**config.mk**
```make
export PLATFORM = sky130hd
export DESIGN_NAME = reorder_buffer
export DESIGN_NICKNAME = d
export VERILOG_FILES = /design/src/rtl/reorder_buffer.sv
export SDC_FILE = /design/constraint.sdc
export NUM_CORES = 1
export LEC_CHECK = 0
export CAP_MARGIN = 20
export CORE_ASPECT_RATIO = 0.7
export CORE_UTILIZATION = 30
export DETAILED_ROUTE_END_ITERATION = 6
export PLACE_DENSITY_LB_ADDON = 0.08
export RECOVER_POWER = 25
export SLEW_MARGIN = 5
export SYNTH_ARGS = -nofsm -noshare
export SYNTH_HDL_FRONTEND = slang
export SYNTH_SLANG_ARGS = --single-unit
export TNS_END_PERCENT = 20
```
**constraint.sdc**
```tcl
create_clock -name clk -period 16.38 [get_ports clk]
set_input_delay 1.638 -clock clk [delete_from_list [all_inputs] [get_ports clk]]
set_output_delay 1.638 -clock clk [all_outputs]
set_load 0.02 [all_outputs]
```
**src/rtl/reorder_buffer.sv**
```systemverilog
// Reorder buffer: in-order commit queue for the out-of-order core.
// It hands out tags at dispatch, captures CDB results, answers operand tag
// queries, commits the head entry to the register file, and raises a
// one-cycle flush when a mispredicted branch commits.
module reorder_buffer #(
   parameter int DEPTH = 16,
   parameter int TAG_W = 4,
   parameter int XLEN  = 32
) (
   input  logic             clk,
   input  logic             rst,
   input  logic             rdy,
   output logic             full,
   output logic [TAG_W-1:0] alloc_tag,
   input  logic             disp_valid,
   input  logic [4:0]       disp_rd,
   input  logic             cdb_valid,
   input  logic [TAG_W-1:0] cdb_tag,
   input  logic [XLEN-1:0]  cdb_val,
   input  logic             cdb_mispred,
   input  logic [XLEN-1:0]  cdb_target,
   input  logic [TAG_W-1:0] q1_tag,
   input  logic [TAG_W-1:0] q2_tag,
   output logic             q1_ready,
   output logic             q2_ready,
   output logic [XLEN-1:0]  q1_val,
   output logic [XLEN-1:0]  q2_val,
   output logic             rf_in_flag,
   output logic [4:0]       rf_in_a,
   output logic [TAG_W-1:0] rf_in_rob,
   output logic             rf_out_flag,
   output logic [4:0]       rf_out_a,
   output logic [XLEN-1:0]  rf_out_val,
   output logic [TAG_W-1:0] rf_out_rob,
   output logic             flush_out,
   output logic [XLEN-1:0]  redirect_pc
);

   localparam logic [TAG_W:0] FULL_CNT = (TAG_W+1)'(DEPTH);

   logic [DEPTH-1:0] busy;
   logic [DEPTH-1:0] ready;
   logic [DEPTH-1:0] mispred_q;
   logic [4:0]       rd_q     [DEPTH];
   logic [XLEN-1:0]  val_q    [DEPTH];
   logic [XLEN-1:0]  target_q [DEPTH];

   logic [TAG_W-1:0] head;
   logic [TAG_W-1:0] tail;
   logic [TAG_W:0]   count;

   logic accept;
   logic commit;
   logic commit_flush;

   // Handshake decode: full uses the pre-edge count, so a slot freed by this cycle's commit is not reusable until next cycle
   always_comb begin
      full         = (count == FULL_CNT) | flush_out;
      accept       = rdy & ~rst & disp_valid & ~full;
      commit       = rdy & ~rst & busy[head] & ready[head];
      commit_flush = commit & mispred_q[head];
      alloc_tag    = tail;
      rf_in_flag   = accept & (disp_rd != 5'd0) & ~commit_flush;
      rf_in_a      = disp_rd;
      rf_in_rob    = tail;
      rf_out_flag  = commit & (rd_q[head] != 5'd0);
      rf_out_a     = rd_q[head];
      rf_out_val   = val_q[head];
      rf_out_rob   = head;
   end

   // Operand queries: a latched result wins, otherwise a CDB broadcast to the same tag is forwarded
   always_comb begin
      q1_ready = 1'b0;
      q1_val   = '0;
      q2_ready = 1'b0;
      q2_val   = '0;
      if (ready[q1_tag]) begin
         q1_ready = 1'b1;
         q1_val   = val_q[q1_tag];
      end else if (cdb_valid && (cdb_tag == q1_tag)) begin
         q1_ready = 1'b1;
         q1_val   = cdb_val;
      end
      if (ready[q2_tag]) begin
         q2_ready = 1'b1;
         q2_val   = val_q[q2_tag];
      end else if (cdb_valid && (cdb_tag == q2_tag)) begin
         q2_ready = 1'b1;
         q2_val   = cdb_val;
      end
   end

   // Queue state: a mispredicted commit wipes everything, otherwise CDB capture, dispatch and commit update independent slots
   always_ff @(posedge clk) begin
      if (rst) begin
         busy        <= '0;
         ready       <= '0;
         head        <= '0;
         tail        <= '0;
         count       <= '0;
         flush_out   <= 1'b0;
         redirect_pc <= '0;
      end else if (rdy) begin
         flush_out <= 1'b0;
         if (commit_flush) begin
            busy        <= '0;
            ready       <= '0;
            head        <= '0;
            tail        <= '0;
            count       <= '0;
            flush_out   <= 1'b1;
            redirect_pc <= target_q[head];
         end else begin
            if (cdb_valid && busy[cdb_tag]) begin
               ready[cdb_tag]     <= 1'b1;
               val_q[cdb_tag]     <= cdb_val;
               mispred_q[cdb_tag] <= cdb_mispred;
               target_q[cdb_tag]  <= cdb_target;
            end
            if (accept) begin
               busy[tail]  <= 1'b1;
               ready[tail] <= 1'b0;
               rd_q[tail]  <= disp_rd;
               tail        <= tail + 1'b1;
            end
            if (commit) begin
               busy[head]  <= 1'b0;
               ready[head] <= 1'b0;
               head        <= head + 1'b1;
            end
            case ({accept, commit})
               2'b10:   count <= count + 1'b1;
               2'b01:   count <= count - 1'b1;
               default: count <= count;
            endcase
         end
      end
   end

endmodule

```
; ---- After elaboration in Yosys (flattened, before gate mapping)
; Memories as Yosys holds them, arrays and structs flattened. A register that Yosys moved wholly into a read port is not among the register bits.
; Index checks and enable logic that the tools add are counted.
[word_totals]
inputBits = 87
ramBits = 1104
n_memories = 3
out_inout_bits = 156
word_cells = 127
register_bits = 62
[op_classes]
order_cmp = 8
n_eq_ne = 5
n_addsub = 4
n_reduce_logical = 16
n_bitwise = 20
mux = 64
[mem_list]
columns = name, depth, width, rd, rd_clocked_by_memory_dff, write_ports, line_no
row1 = target_q, 16, 32, 1, 1, 1, 46  ; logic [XLEN-1:0] target_q [DEPTH];
row2 = val_q, 16, 32, 3, 1, 1, 45  ; logic [XLEN-1:0] val_q [DEPTH];
row3 = rd_q, 16, 5, 1, 1, 1, 44  ; logic [4:0] rd_q [DEPTH];
[ops]
columns = operator, count
row1 = 2-to-1 mux 16 bit, 16
row2 = 2-to-1 mux 32 bit, 4
row3 = AND 16 bit, 3
row4 = 2-to-1 mux 4 bit, 8
row5 = inverter 16 bit, 2
row6 = bitwise OR 16 bit, 2
row7 = "< comparator 4 x 5 -> 1 bit, second input constant", 5
row8 = binary-select mux 1 bit (select 4 bit), 6
row9 = 2-to-1 mux 1 bit, 24
row10 = bitwise mux 16 bit, 1
row11 = demux 1 bit (select 4 bit), 3
row12 = ">= comparator 4 x 1 -> 1 bit, second input constant", 3
row13 = case mux 5 bit (2 select lines), 1
row14 = nonzero test 5 bit, 2
row15 = AND 1 bit, 9
row16 = "adder 4 x 1 -> 4 bit, second input constant", 2
row17 = equality test 4 bit, 2
row18 = AND reduction 2 bit, 4
row19 = logical AND 1 bit, 6
row20 = "adder 5 x 1 -> 5 bit, second input constant", 1
row21 = "equality test 5 bit, second input constant", 1
row22 = 2-to-1 mux 5 bit, 1
row23 = "subtractor 5 x 1 -> 5 bit, second input constant", 1
row24 = AND reduction 4 bit, 1
row25 = 6 further kinds, 9

; ---- Logic depth before layout (Yosys ltp)
; Gate-level depths: netlist (run 1).
[depth]
ltp_word = 17
ltp_mapped = 12

; ---- Worst setup path after synthesis (run 1)
; No wires, ideal clock.
[synth_path]
kind = input to register
start = in cdb_tag[1]
end = mem target_q[2][0], enable pin
path_slack_ns = 6.885
n_path_buf = 2
t_arrival_ns = 8.852
required_ns = 15.736
setup_ns = 0.644
cell_stages = 8
cell_sequence = clkbuf_1 buf_2 mux2i_1 a2bb2oi_1 nand3_1 o21ai_0 nand4_1 nor4_1
[synth_via]
elab_chain_cells = 8
[synth_rtl]
columns = item, line_no
row1 = "start, declared", 18  ; input logic [TAG_W-1:0] cdb_tag,
row2 = binary-select mux 1 bit (select 4 bit), 115  ; if (cdb_valid && busy[cdb_tag]) begin
row3 = 2-to-1 mux 1 bit (not written as such), 115
row4 = logical AND 1 bit, 115
row5 = 2-to-1 mux 1 bit, 115
row6 = 2-to-1 mux 1 bit, 106  ; if (commit_flush) begin
row7 = 2-to-1 mux 1 bit, 104  ; end else if (rdy) begin
row8 = 2-to-1 mux 1 bit, 96  ; if (rst) begin
row9 = 2-to-1 mux 1 bit (not written as such), 119  ; target_q[cdb_tag] <= cdb_target;
row10 = "end, declared", 46
; Several ways; a longest one is shown, not always the timed one. The select of a mux whose other input is x is not followed.

; ---- Final worst setup path (run 1)
[layout_path]
start = in q1_tag[0]
end = out q1_val[24]
[layout_via]
elab_chain_cells = 4
[layout_rtl]
columns = item, line_no
row1 = "start, declared", 22  ; input logic [TAG_W-1:0] q1_tag,
row2 = branches (longest 3 deep; another with binary-select mux 1 bit (select 4 bit)), n/a
row3 = 2-to-1 mux 32 bit (*), 78  ; if (ready[q1_tag]) begin
row4 = "end, declared", 26  ; output logic [XLEN-1:0] q1_val,
; Mark *: on every way between the ends. The select of a mux whose other input is x is not followed.

==> results of run 1 <==
[sequential cells by signal, indices dropped and copies added, names as in the netlist, named ones only]
| register | count |
|---|---|
| target_q | 512 |
| val_q | 512 |
| rd_q | 80 |
| redirect_pc | 32 |
| busy | 16 |
| mispred_q | 16 |
| ready | 16 |
| count | 5 |
| alloc_tag | 4 |
| rf_out_rob | 4 |
| flush_out | 1 |
[stage by stage]
stage | power, mW | util (%) | hold WS (ns) | std cells | worst slack [ns]
CTS | 6.75 | 35.5 | 0.459 | 5576 | 8.68
finish | 6.66 | 35.5 | 0.456 | 5582 | 8.81
detailed placement | 3.73 | 33.1 | 0.451 | 5329 | 8.69
floorplan | 3.59 | - | 0.446 | 2782 | 6.88
global placement | 3.72 | 33.1 | 0.448 | 5328 | 8.73
global route | 6.88 | 35.5 | 0.478 | 5578 | 8.46
[routing by layer]
layer	up-vias	part of all wire (%)	global-route usage [%]
li1	12300	-	-
met1	17100	43	26.6
met2	1094	49	32.4
met3	301	5.2	3.66
met4	4	2.1	4.63
met5	-	0.015	0
[layout make-up]
| class | count | area, µm² | share of cell area [%] |
|---|---|---|---|
| clock inverters | 71 | 672 | 1.04 |
| clock buffers | 176 | 3650 | 5.63 |
| inverters | 10 | 37.5 | 0.0579 |
| well taps | 2460 | 3080 | 4.75 |
| diodes | 4 | 10.0 | 0.0155 |
| repair buffers | 318 | 3000 | 4.63 |
| multi-input cells | 1341 | 19000 | 29.4 |
| flip-flops and latches | 1202 | 35300 | 54.5 |
[cell families (layout without fill, tap and decap cells)]
kind of cell | Yosys count | in the layout
AOI/OAI and AO/OA | 193 | 193
and+or+nand+nor | 426 | 426
adders and majority gates | 10 | 10
other | 0 | 4
muxes | 698 | 698
DFF | 1202 | 1202
xor gates and xnor gates | 14 | 14
buffers and inverters | 239 | 575
[path summary, 6_finish.rpt]
kind                   startpoint               to  slack [ns]  depth (start not counted)
hold / removal    redirect_pc[15]  redirect_pc[15]        0.46                          2
hold reg to reg   redirect_pc[15]  redirect_pc[15]        0.46                          2
setup / recovery        q1_tag[0]       q1_val[24]        8.81                          8
setup reg to reg    rf_out_rob[1]     val_q[0][13]        9.93                         10
[where the power goes]
| group | switching [mW] | internal [mW] | total [mW] |
|---|---|---|---|
| clock | 1.29 | 1.71 | 3.00 |
| combinational | 0.171 | 0.121 | 0.292 |
| sequential | 0.00475 | 3.36 | 3.37 |
[synthesized netlist by cell type, drive strengths merged (9+ instances only)]
cell	count
nand3	17
nand2	245
edfxtp	1120
dfxtp	82
nor2	61
nor4	12
a31oi	14
o21ai	72
buf	116
xor2	11
nor2b	10
mux4	686
ha	10
a21oi	61
nor3	39
inv	10
nand4	9
clkbuf	113
mux2i	12
[tightest hold or removal path, cell delays in order (launching register included)]
cell	delay (ns)
dfxtp_1	0.31
nand2_1	0.05
a21oi_1	0.05
[layout by cell type, fill, tap and decap left out, types with 40 or more instances in the layout]
cell             synthesis  routed
nand2_1                243     243
buf_4                   12      73
a21oi_1                 60      60
clkbuf_16                0     138
dlygate4sd3_1            0      40
clkdlybuf4s50_1          0     193
mux4_2                 686     684
o21ai_0                 58      58
nor2_1                  61      57
dfxtp_1                 82      74
edfxtp_1              1120    1120
==> run summary, run 1 <==
Buf+Inv Stages, Crit Path: 4
CTS resizes: 0
Clk buf depth: 3
Setup TNS: 0 ns
Status: complete, no violations
Top cell type's share of synthesized area: 60.9%
Worst Setup End Kind: primary output
# clock sinks: 1,202
DR iter-0 viols: 3,068
Initial antenna violation count: 17
Adder-cell area share of the yosys netlist: 0.227%
Max-slew violation count: 0
Vias per cell: 5.52
Post-route cell area: 0.0648 mm²
Max IR drop VDD: 111 µV
Main combinational cell family by area after synthesis: multiplexers
Layout Skew: 0.0292 ns
WL final: 181,000 µm
Clk root buf: clkbuf_16
Remaining Overflow, GRT: 0
Largest net degree at the start of global routing: 96
# Post-CTS Setup Buffers: 0
Number of synthesized flops with an enable pin: 1,120
Starting density of the core: 30.3%
Relative slew slack: 20.3%
Fin crit period: 7.57 ns
Period utilization: 46.2%
Top cells by area, synth: edfxtp_1 (61%), mux4_2 (28%), dfxtp_1 (3.0%)
Most used DFF post-synth: edfxtp_1
Vias in the first global route: 32,600
Fmax: 0.132 GHz
DRT Pass-1 Iters: 6
RSZ-0062 raised after global routing: no
Delay-heaviest family, CP: buffers and inverters
Hold Buf Count CTS: 0
GRT Util Overall: 19.6%
First-pass GRT wire length: 257,000 µm
Die Ht: 361 µm
Crit path DAT: 5.93 ns
Fin. Hold Viols: 0
Min-delay worst type: reg2reg
Compound-cell area share of the yosys netlist: 2.11%
Crit-path cells: buf_8 -> buf_4 -> buf_4 -> mux4_2 -> mux4_2 -> nand2_1 -> o21ai_1 -> clkdlybuf4s50_1
CP max-delay cell: buf_4
Syn. warnings: 0
Post-Synth Simple-Gate Area: 3.46%
Worst Max-Slew Pin Slew: 1.19 ns
ANT nets after route: 0
Layout area overhead: 17.3%
Synthesized area: 0.0552 mm²
Vias: 30,800
Async set-reset flop share out of synthesis: 0%
FILL cells: 17,000
Nets: 3,106
Syn Inst Count: 2,782
Io pins: 243
Die area: 0.186 mm²
Sequential share of the synthesized area: 63.9%
Lkg Pwr: 19.1 nW
H-tree level count: 4
Post-synth cell types: 64
Num rows: 131
Input/output buffers: 242
Share of layout cells above drive strength 1: 32.1%
Multiplexer share of the synthesized area: 28.2%
Horiz. Die Dim: 515 µm
Average size of a mapped cell: 19.9 µm²
Routed wire per std cell: 32.5 µm
Max stage delay on crit path: 0.89 ns
CTS tree: yes
CP startpoint kind: input port
Routability cong.: 0.825
DRC: 0
Clock-pin slew on the worst setup and hold paths: 0.06 ns
Area after DPL: 0.0604 mm²
Max_cap viols: 0
Power Dens Cells: 103 mW/mm²
Crit Path Max Fanout: 54
Clock latency on the worst-skew pair: 0.79 ns
CTS buffer count: 136
Synth Register Bits: 1,202
Placeable Area: 0.183 mm²
Xor/xnor cell area share of the yosys netlist: 0.222%
DP HPWL: 102,000 µm
Yosys top cell by area: edfxtp_1
Setup-failing EPs final: 0
Critical path type: in2out
CP Data Required Time: 14.74 ns
Syn_nets: 2,879
(Power assumes the default switching activity.)
==> run 2: changes to the inputs <==
==> constraint.sdc (replaced) <==
create_clock -name clk -period 6.4 [get_ports clk]
set_input_delay 0.64 -clock clk [delete_from_list [all_inputs] [get_ports clk]]
set_output_delay 0.64 -clock clk [all_outputs]
set_load 0.02 [all_outputs]
==> run 2 against run 1 <==
Clock power increased to 2.6 times the previous value; combinational power increased to 2.6 times the previous value; global-route usage about the same; via count decreased by 0.51%; highest routed layer unchanged; design area increased by 0.59%; largest power group unchanged; register-to-register slack got worse by 8.1 ns.
==> run summary, run 2 (synthesis results as in run 1) <==
Placed cells: 5,327
Lkg Pwr: 19.1 nW
CP max-delay cell: clkdlybuf4s50_1
CTS tree: yes
WL final: 181,000 µm
Hold Buf Count CTS: 0
Vias: 30,700
Layout Skew: 0.0371 ns
CTS buffer count: 136
Routability cong.: 0.858
Vias in the first global route: 32,300
Crit-path cells: buf_12 -> nor2_1 -> a22oi_1 -> a21o_1 -> nand3_2 -> a21oi_1 -> clkdlybuf4s50_1
Crit path DAT: 4.73 ns
ANT nets after route: 0
DRC: 0
Power Dens Cells: 263 mW/mm²
Clock latency on the worst-skew pair: 0.78 ns
Min-delay worst type: reg2reg
Clk buf depth: 3
Most frequent cells in the layout: edfxtp_1 (1,120), mux4_2 (684), nand2_1 (243)
Clock-pin slew on the worst setup and hold paths: 0.06 ns
Die Ht: 361 µm
GRT Util Overall: 19.5%
H-tree level count: 4
Relative slew slack: 24.9%
Input/output buffers: 242
RSZ-0062 raised after global routing: no
Delay-heaviest family, CP: buffers and inverters
Initial antenna violation count: 17
Largest net degree at the start of global routing: 130
Total power: 17.2 mW
Fin cells: 5,574
Remaining Overflow, GRT: 0
Max IR drop VDD: 256 µV
Fin crit period: 5.37 ns
Layout area overhead: 17.9%
Buf+Inv Stages, Crit Path: 2
Flop2flop setup slack: 1.82 ns
Period utilization: 84.0%
Max-slew violation count: 0
FILL cells: 16,900
Share of layout cells above drive strength 1: 32.1%
Fmax: 0.186 GHz
Nets: 3,104
Worst Setup End Kind: primary output
# Post-CTS Setup Buffers: 0
CP Data Required Time: 5.76 ns
CP startpoint kind: register
Setup-failing EPs final: 0
Commonest non-fill, non-tap cell in the layout: edfxtp_1
DRT Pass-1 Iters: 5
Critical path type: reg2out
Pre-CTS setup slack: 1.40 ns
Worst Max-Slew Pin Slew: 1.13 ns
Vias per cell: 5.50
Max stage delay on crit path: 0.65 ns
DR iter-0 viols: 2,944
Die area: 0.186 mm²
Max_cap viols: 0
CTS resizes: 0
Top Registers: target_q x512, val_q x512, rd_q x80
Routed wire per std cell: 32.5 µm
Placeable Area: 0.183 mm²
Clk root buf: clkbuf_16
Horiz. Die Dim: 515 µm
Status: complete, no violations
Num rows: 131
Fin. Hold Viols: 0
DP HPWL: 96,700 µm
Starting density of the core: 30.3%
Crit Path Max Fanout: 106
Worst setup margin: 1.03 ns
First-pass GRT wire length: 256,000 µm
Io pins: 243
Setup TNS: 0 ns
# clock sinks: 1,202
run 2: cell types whose count changed in the layout (fill, tap and decap cells not counted), sizes merged:
cell      delta
buf          -2
clkbuf       +9
clkinv      -13
clkinvlp     +1
diode        -3
run 2: layout make-up:
cell class / count / area (µm²) / share of cell area, %
antenna: 1 / 2.50 / 0.00384
clock buffer: 185 / 3700 / 5.68
clock inverter: 59 / 712 / 1.09
inverter: 10 / 37.5 / 0.0576
multi-input combinational: 1341 / 19000 / 29.2
sequential: 1202 / 35300 / 54.2
tap: 2460 / 3080 / 4.72
timing repair buffer: 316 / 3300 / 5.06
run 2: worst reg2reg max path, stage by stage (launching register included):
cell     delay, ns
dfxtp_4       0.86
mux4_2        0.49
a22oi_2       0.25
nand2_2       0.16
nand4_2       0.12
buf_4         0.30
nand4_1       0.63
nor3_2        0.96
buf_4         0.46
run 2: final timing paths:
path                     end  depth (start not counted)            start
max              rf_out_flag                          7    rf_out_rob[0]
min          redirect_pc[31]                          2  redirect_pc[31]
max reg2reg     val_q[8][17]                          8    rf_out_rob[1]
min reg2reg  redirect_pc[31]                          2  redirect_pc[31]
run 2: routing by layer:
metal,vias up,global-route usage [%],part of all wire [%]
met5,-,0,0.012
met4,4,4.85,2.4
met3,286,3.46,5.0
met2,1042,31.9,48
met1,17000,27.0,44
li1,12300,-,-
run 2: power by group:
group	leakage, nW	internal, mW	switching (mW)
Clock	2.13	4.43	3.36
Sequential	10.7	8.60	0.0117
Combinational	6.28	0.316	0.447
run 2: metrics by stage:
stage,hold WS [ns],util [%],cell area (µm²)
2_1_floorplan,0.446,-,55200
3_3_place_gp,0.446,33.3,60700
3_5_place_dp,0.447,33.3,60700
4_1_cts,0.420,35.7,65200
5_1_grt,0.458,35.7,65200
6_report,0.452,35.7,65200
